[config.mk]
export PLATFORM = sky130hd
export DESIGN_NAME = mat_mult_sched
export DESIGN_NICKNAME = d
export VERILOG_FILES = /design/src/rtl/mat_mult_sched.sv
export SDC_FILE = /design/constraint.sdc
export NUM_CORES = 1
export LEC_CHECK = 0
export CAP_MARGIN = 20
export CELL_PAD_IN_SITES_DETAIL_PLACEMENT = 1
export CELL_PAD_IN_SITES_GLOBAL_PLACEMENT = 2
export CORE_ASPECT_RATIO = 0.9
export CORE_UTILIZATION = 28
export CTS_BUF_LIST = sky130_fd_sc_hd__clkbuf_8 sky130_fd_sc_hd__clkbuf_16
export CTS_CLUSTER_SIZE = 8
export DETAILED_ROUTE_END_ITERATION = 10
export GPL_TIMING_DRIVEN = 0
export PLACE_DENSITY = 0.76
export SLEW_MARGIN = 20
export SYNTH_ARGS = -nofsm -noshare
export SYNTH_HDL_FRONTEND = slang
export SYNTH_SLANG_ARGS = --single-unit
[constraint.sdc]
create_clock -name clk -period 2.6 [get_ports clk]
set_clock_uncertainty 0.05 [all_clocks]
set_input_delay 0.52 -clock clk [delete_from_list [all_inputs] [get_ports clk]]
set_output_delay 0.52 -clock clk [all_outputs]
set_load 0.01 [all_outputs]
[src/rtl/mat_mult_sched.sv]
// Round-robin scheduler that time-shares one mat_mult datapath among N_REQ requesters.
// Each operation runs IDLE -> CLEAR -> RUN -> DONE, with a RUN-phase watchdog.
module mat_mult_sched #(
    parameter int unsigned N_REQ   = 4,
    parameter int unsigned TIMEOUT = 64,
    parameter int unsigned IDX_W   = $clog2(N_REQ)
) (
    input  logic             clk,
    input  logic             reset,
    input  logic [N_REQ-1:0] req,
    output logic [N_REQ-1:0] grant,
    output logic [IDX_W-1:0] grant_idx,
    output logic             mult_clr,
    output logic             enable_mult,
    input  logic             mult_done,
    output logic [N_REQ-1:0] ack,
    output logic             err,
    output logic             busy,
    output logic [15:0]      op_count,
    output logic [15:0]      last_latency
);

    localparam logic [1:0] StIdle  = 2'd0;
    localparam logic [1:0] StClear = 2'd1;
    localparam logic [1:0] StRun   = 2'd2;
    localparam logic [1:0] StDone  = 2'd3;

    logic [1:0]       state_q;
    logic [IDX_W-1:0] rr_ptr_q;
    logic [N_REQ-1:0] grant_q;
    logic [IDX_W-1:0] grant_idx_q;
    logic [15:0]      run_cnt_q;
    logic             timeout_q;
    logic [15:0]      op_count_q;
    logic [15:0]      last_latency_q;

    logic             win_found;
    logic [IDX_W-1:0] win_idx;
    logic [IDX_W-1:0] cand_idx;
    logic             run_expired;

    // Search upward from rr_ptr with wrap; the first set request wins.
    always_comb begin
        win_found = 1'b0;
        win_idx   = '0;
        cand_idx  = '0;
        for (int unsigned i = 0; i < N_REQ; i++) begin
            cand_idx = IDX_W'((32'(rr_ptr_q) + i) % N_REQ);
            if (!win_found && req[cand_idx]) begin
                win_found = 1'b1;
                win_idx   = cand_idx;
            end
        end
    end

    assign run_expired = ((32'(run_cnt_q) + 32'd1) == TIMEOUT);

    always_ff @(posedge clk) begin
        if (!reset) begin
            state_q        <= StIdle;
            rr_ptr_q       <= '0;
            grant_q        <= '0;
            grant_idx_q    <= '0;
            run_cnt_q      <= '0;
            timeout_q      <= 1'b0;
            op_count_q     <= '0;
            last_latency_q <= '0;
        end else begin
            case (state_q)
                StIdle: begin
                    if (win_found) begin
                        grant_q     <= {{(N_REQ-1){1'b0}}, 1'b1} << win_idx;
                        grant_idx_q <= win_idx;
                        rr_ptr_q    <= IDX_W'((32'(win_idx) + 32'd1) % N_REQ);
                        state_q     <= StClear;
                    end
                end
                StClear: begin
                    // mult_done here belongs to the previous result and is ignored.
                    run_cnt_q <= '0;
                    timeout_q <= 1'b0;
                    state_q   <= StRun;
                end
                StRun: begin
                    if (mult_done) begin
                        last_latency_q <= run_cnt_q + 16'd1;
                        op_count_q     <= op_count_q + 16'd1;
                        state_q        <= StDone;
                    end else if (run_expired) begin
                        timeout_q      <= 1'b1;
                        last_latency_q <= 16'(TIMEOUT);
                        op_count_q     <= op_count_q + 16'd1;
                        state_q        <= StDone;
                    end else begin
                        run_cnt_q <= run_cnt_q + 16'd1;
                    end
                end
                default: begin
                    grant_q     <= '0;
                    grant_idx_q <= '0;
                    state_q     <= StIdle;
                end
            endcase
        end
    end

    // Outputs decode registered state only; nothing passes through from req or mult_done.
    assign grant        = grant_q;
    assign grant_idx    = grant_idx_q;
    assign busy         = (state_q != StIdle);
    assign mult_clr     = (state_q == StClear);
    assign enable_mult  = (state_q == StRun);
    assign ack          = (state_q == StDone) ? grant_q : '0;
    assign err          = (state_q == StDone) && timeout_q;
    assign op_count     = op_count_q;
    assign last_latency = last_latency_q;

endmodule

# Word level (Yosys, flattened, before mapping)
# Cells that the tools add are included.
# classes
reduce_logical	18
bitwise_logic	1
n_addsub	7
n_mul	0
eq_ne	9
muxes	35
shift	1
order_cmp	4
div_mod_pow	0
# op_table
operator	n
16-bit two-way mux	6
16-bit by 1-bit adder with 16-bit output (second input constant)	2
16-bit case mux with 2 select lines	1
16-bit by 1-bit adder with 17-bit output (second input constant)	1
17-bit by 7-bit equality test with 1-bit output (second input constant)	1
2-bit two-way mux	8
2-bit by 3-bit < comparator with 1-bit output (second input constant)	4
1-bit two-way mux	10
1-bit binary-select mux with 2-bit select	4
4-bit two-way mux	2
4-bit case mux with 2 select lines	1
2-bit AND reduction	4
2-bit inequality test (second input constant)	3
2-bit case mux with 3 select lines	1
3-bit AND reduction	2
2-bit nonzero test	3
2-bit by 1-bit adder with 2-bit output (second input constant)	2
2-bit adder (second input constant)	2
2-bit equality test (second input constant)	2
1-bit logical AND	4
2-bit case mux with 2 select lines	1
1-bit by 2-bit left shift with 4-bit output (first input constant)	1
1-bit zero test	3
3-bit by 1-bit inequality test with 1-bit output (second input constant)	1
6 further kinds	6
# totals
regBits	59
input_bits	7
out_inout_bits	46
romBits	0
ramBits	0
latch_bits	0
elab_cells	83
mem_count	0

# Logic depth before layout (Yosys ltp)
# depth
word_depth	15
depth_mapped	10
ltp_nobuf	8

# Worst setup path after synthesis
# Ideal clock, no wire load.
# synth_timing
path_kind	register to register
from	register run_cnt_q[0]
to	register op_count_q[13] (netlist: op_count[13])
setup_ns	0.071
path_slack_ns	0.007
arrival_time_ns	2.472
path_stages_with_launch	10
required_ns	2.479
period_less_slack_ns	2.593
n_path_buf	1
cell_sequence	dfxtp_1 -> ha_1 -> nand3_2 -> nor4_1 -> xnor2_1 -> and4_4 -> a21oi_2 -> buf_6 -> or4_1 -> a21oi_1
# synth_via
elab_chain_len	4
# synth_lines
item	line_no	text
start, declared	32	logic [15:0] run_cnt_q;
start signal, assigned	95	run_cnt_q <= run_cnt_q + 16'd1;
16-bit by 1-bit adder with 17-bit output	56	assign run_expired = ((32'(run_cnt_q) + 32'd1) == TIMEOUT);
17-bit by 7-bit equality test with 1-bit output	56	
2-bit nonzero test (no source line)	--	
2-bit AND reduction (no source line)	--	
end signal, assigned	87	op_count_q <= op_count_q + 16'd1;
end signal, assigned	92	op_count_q <= op_count_q + 16'd1;
end, declared	34	logic [15:0] op_count_q;
# No other way between the ends.
# A chain may end at the register's enable or synchronous reset.

# Worst setup path in the final report
# layout_timing
from	register run_cnt_q[9]
to	register op_count_q[2] (netlist: op_count[2])
# The elaborated chain is that of the path after synthesis.

==> flow_metrics.py <==
metrics = {
    "finish": {
        "n_antenna_cell": 0,
        "final_common_cell": "dfxtp_1",
        "nNetsFinal": 477,
        "fillCellCount": 1262,
        "final_cell_mix": "dfxtp_1, clkdlybuf4s50_1, buf_4",
        "drive_above_1_share": 0.2419,
        "syn_to_final_growth_pct": 49.48,
        "multi_input_area_um2": 2027,
        "fin_area_um2": 4661,
        "seq_area_um2": 1194,
    },
    "floorplanning": {
        "pin_count": 53,
        "fp.dieH_um": 102.1,
        "start_util": 0.2884,
        "dieWidth_um": 113.2,
        "dieArea_um2": 11560,
        "rows": 36,
        "core_um2": 10810,
    },
    "critical_path": {
        "r2r.worst_path.cells": 10,
        "r2r-start": "run_cnt_q[9]$_SDFFE_PN0P_",
        "cp.required_ps": 2800,
        "r2r-end": "op_count[2]$_SDFFE_PN0P_",
        "worst-setup-path-type": "register to register",
        "crit_path_end_kind": "register",
        "worstSetupStartpoint": "run_cnt_q[9]$_SDFFE_PN0P_",
        "cp_max_fo": 8,
        "critical_path.endpoint": "op_count[2]$_SDFFE_PN0P_",
        "cp-start-kind": "register",
        "regToRegSetupSlack_ps": 70,
        "crit_arrival_ps": 2730,
    },
    "route": {
        "drc": 0,
        "drt_iter0_drc": 71,
        "firstDrtPassIters": 4,
        "avgRoutedWirePerCell_um": 17.39,
        "wl_met1_um": 5057,
        "routed_wl_um": 10370,
        "wl_met2_um": 4732,
        "ant_nets": 0,
        "vias": 3150,
        "routed.top_layer": "met4",
        "wl_met3_um": 371,
        "viasPerCell": 5.285,
    },
    "cts": {
        "cts_hold_buf": 0,
        "cts_buffers": 9,
        "clock_sinks": 59,
        "cts_tree": "done",
        "ctsRootBufferMaster": "clkbuf_16",
        "clock_path_buffers": 2,
        "clk_pin_slew_ps": 50,
        "h-tree-depth": 3,
        "clock_latency_ps": 330,
    },
    "synthesis": {
        "syn_area_per_cell_um2": 8.473,
        "synthMuxAreaShare": 0.01926,
        "synthArstFlopShare": 0,
        "synth_cell_types": 53,
        "syn_nets": 386,
        "synth_flop_cell": "dfxtp_1",
        "synth_cells": 368,
        "synth_fa_ha_area_frac": 0.04414,
        "syn_area_um2": 3118,
        "ys_ff_latch": 59,
        "synthXorXnorAreaFrac": 0.03090,
        "synth_top_family_by_area": "simple AND/OR/NAND/NOR gates",
        "synth_warnings": 0,
        "synth-edff-count": 0,
        "yosysSeqAreaShare": 0.3788,
        "synth_simple_gate_area_frac": 0.2596,
        "synth_compound_area_frac": 0.2095,
    },
    "placement": {
        "dpl_worst_slack_ps": -614.3,
        "routabilityCongestion": 0.7673,
        "place_hpwl_um": 6893,
        "place_area_um2": 3805,
        "io_buffers": 52,
    },
    "global_routing": {
        "grt.overflow.total": 0,
        "first_global_vias": 3156,
        "antenna_found_initial": 0,
        "grt_use_total": 0.1827,
        "grt_max_degree": 11,
        "grt_pass1_wl_um": 16360,
    },
    "timing": {
        "final-setup-viol-count": 0,
        "hold_violations": 0,
        "slew_headroom": 0.5116,
        "rsz0062_at_grt": "true",
        "layout_worst_path_cycle_share": 0.9730,
        "maxSlewViolCount": 0,
        "period_needed_ps": 2530,
        "fmaxAchievable_mhz": 395.3,
        "setup_tns_ps": 0,
        "tightest_slew_ps": 727.6,
        "layout_setup_ws_ps": 70.20,
    },
    "power_and_ir_drop": {
        "p_switching_mw": 0.9496,
        "sw_frac_of_total": 0.3168,
        "p_seq_frac": 0.341,
        "p_int_mw": 2.048,
        "power_density_nw_per_um2": 643.2,
        "peakVddDrop_v": 0.0003929,
        "leakage_nw": 1.830,
        "combPwrFrac": 0.261,
        "power.share.clock": 0.398,
    },
    "job": {
        "maxCapViolCount": 0,
    },
    "worst_hold_path": {
        "min_path_type": "register to register",
    },
    "run_status": {
        "status": "finished, final reports clean",
    },
}
==> per-layer routing <==
layer	track usage	vias up
li1	-	1534
met5	0	-
met4	0.06781	0
met3	0.04093	15
met2	0.2983	59
met1	0.2377	1542
==> critical path, cell delays in order (launching register included) <==
cell and delay, ps:
dfxtp_2 320, buf_6 120, buf_6 100, nand4_1 190
nor4_4 350, xnor2_2 200, and4_4 320, a21oi_4 110
buf_6 150, or4_4 410, a21oi_2 130
==> synthesized netlist by cell type, types with 7 or more instances <==
cell type | instances | area share
a22o_1 | 8 | 0.022
and2_1 | 8 | 0.016
o2bb2ai_1 | 9 | 0.025
nand2_1 | 32 | 0.039
clkbuf_1 | 8 | 0.0096
buf_2 | 12 | 0.019
o211ai_1 | 9 | 0.022
a21oi_1 | 19 | 0.030
o21ai_0 | 11 | 0.018
dfxtp_1 | 59 | 0.38
or4_1 | 12 | 0.029
o31ai_1 | 7 | 0.017
nand3_1 | 25 | 0.040
nor2_1 | 24 | 0.029
nand4_1 | 11 | 0.022
inv_1 | 15 | 0.018
a22oi_1 | 7 | 0.017
ha_1 | 11 | 0.044
==> power by group through the flow <==
stage | Combinational [mW] | Sequential (mW) | Clock (mW)
after global placement | 0.719 | 1.04 | 0
final | 0.783 | 1.02 | 1.19
after floorplan | 0.427 | 1.04 | 0
after global routing | 0.865 | 1.03 | 1.26
after CTS | 0.762 | 1.02 | 1.22
after detailed placement | 0.737 | 1.04 | 0
==> state kept, by name, indices dropped and copies added (netlist names) <==
signal,cells
state_q,2
grant,4
rr_ptr_q,2
timeout_q,1
last_latency,16
grant_idx,2
op_count,16
run_cnt_q,16
==> final cells by class <==
class / count / share of cell area
Multi-Input combinational cell: 269 / 0.4349
Sequential cell: 59 / 0.2561
Timing Repair Buffer: 81 / 0.1595
Clock buffer: 11 / 0.05423
Buffer: 23 / 0.03758
Tap cell: 133 / 0.03570
Inverter: 16 / 0.01289
Clock inverter: 4 / 0.009128
==> worst min path at each step <==
| stage | cells after the start | slack (ps) | end | from |
|---|---|---|---|---|
| after floorplan | 2 | 400 | timeout_q$_SDFFE_PN0P_ | timeout_q$_SDFFE_PN0P_ |
| after global placement | 1 | 400 | last_latency[8]$_SDFFE_PN0P_ | last_latency[8]$_SDFFE_PN0P_ |
| after detailed placement | 1 | 400 | last_latency[3]$_SDFFE_PN0P_ | last_latency[3]$_SDFFE_PN0P_ |
| after CTS | 1 | 420 | last_latency[5]$_SDFFE_PN0P_ | last_latency[5]$_SDFFE_PN0P_ |
| after global routing | 1 | 430 | last_latency[10]$_SDFFE_PN0P_ | last_latency[10]$_SDFFE_PN0P_ |
| final | 1 | 410 | last_latency[14]$_SDFFE_PN0P_ | last_latency[14]$_SDFFE_PN0P_ |
==> what timing repair did <==
item | 4_1_cts | 5_1_grt
pin swaps | 6 | 22
gates resized for setup | 37 | 48
setup buffers | 8 | 19
endpoints found under the setup margin | 50 | 41
gates cloned | 0 | 2
==> metrics by stage <==
step / hold WS [ps] / std cells / util / total power, mW
2_1_floorplan: 400.1 / 368 / - / 1.470
3_3_place_gp: 400.3 / 553 / 0.3520 / 1.758
3_5_place_dp: 398.2 / 553 / 0.3520 / 1.777
4_1_cts: 415.8 / 575 / 0.3999 / 3.001
5_1_grt: 435.0 / 596 / 0.4311 / 3.153
6_report: 411.7 / 596 / 0.4311 / 2.998
==> kinds of logic (layout without fill, tap and decap cells) <==
kind of cell               Yosys count  in the layout
and+or+nand+nor                    148            148
AOI/OAI and AO/OA                   93             93
DFF                                 59             59
buffers and inverters               40            135
adders and majority gates           11             11
xor gates and xnor gates            11             11
muxes                                6              6
Note: power is estimated with default switching activity, not from simulation.
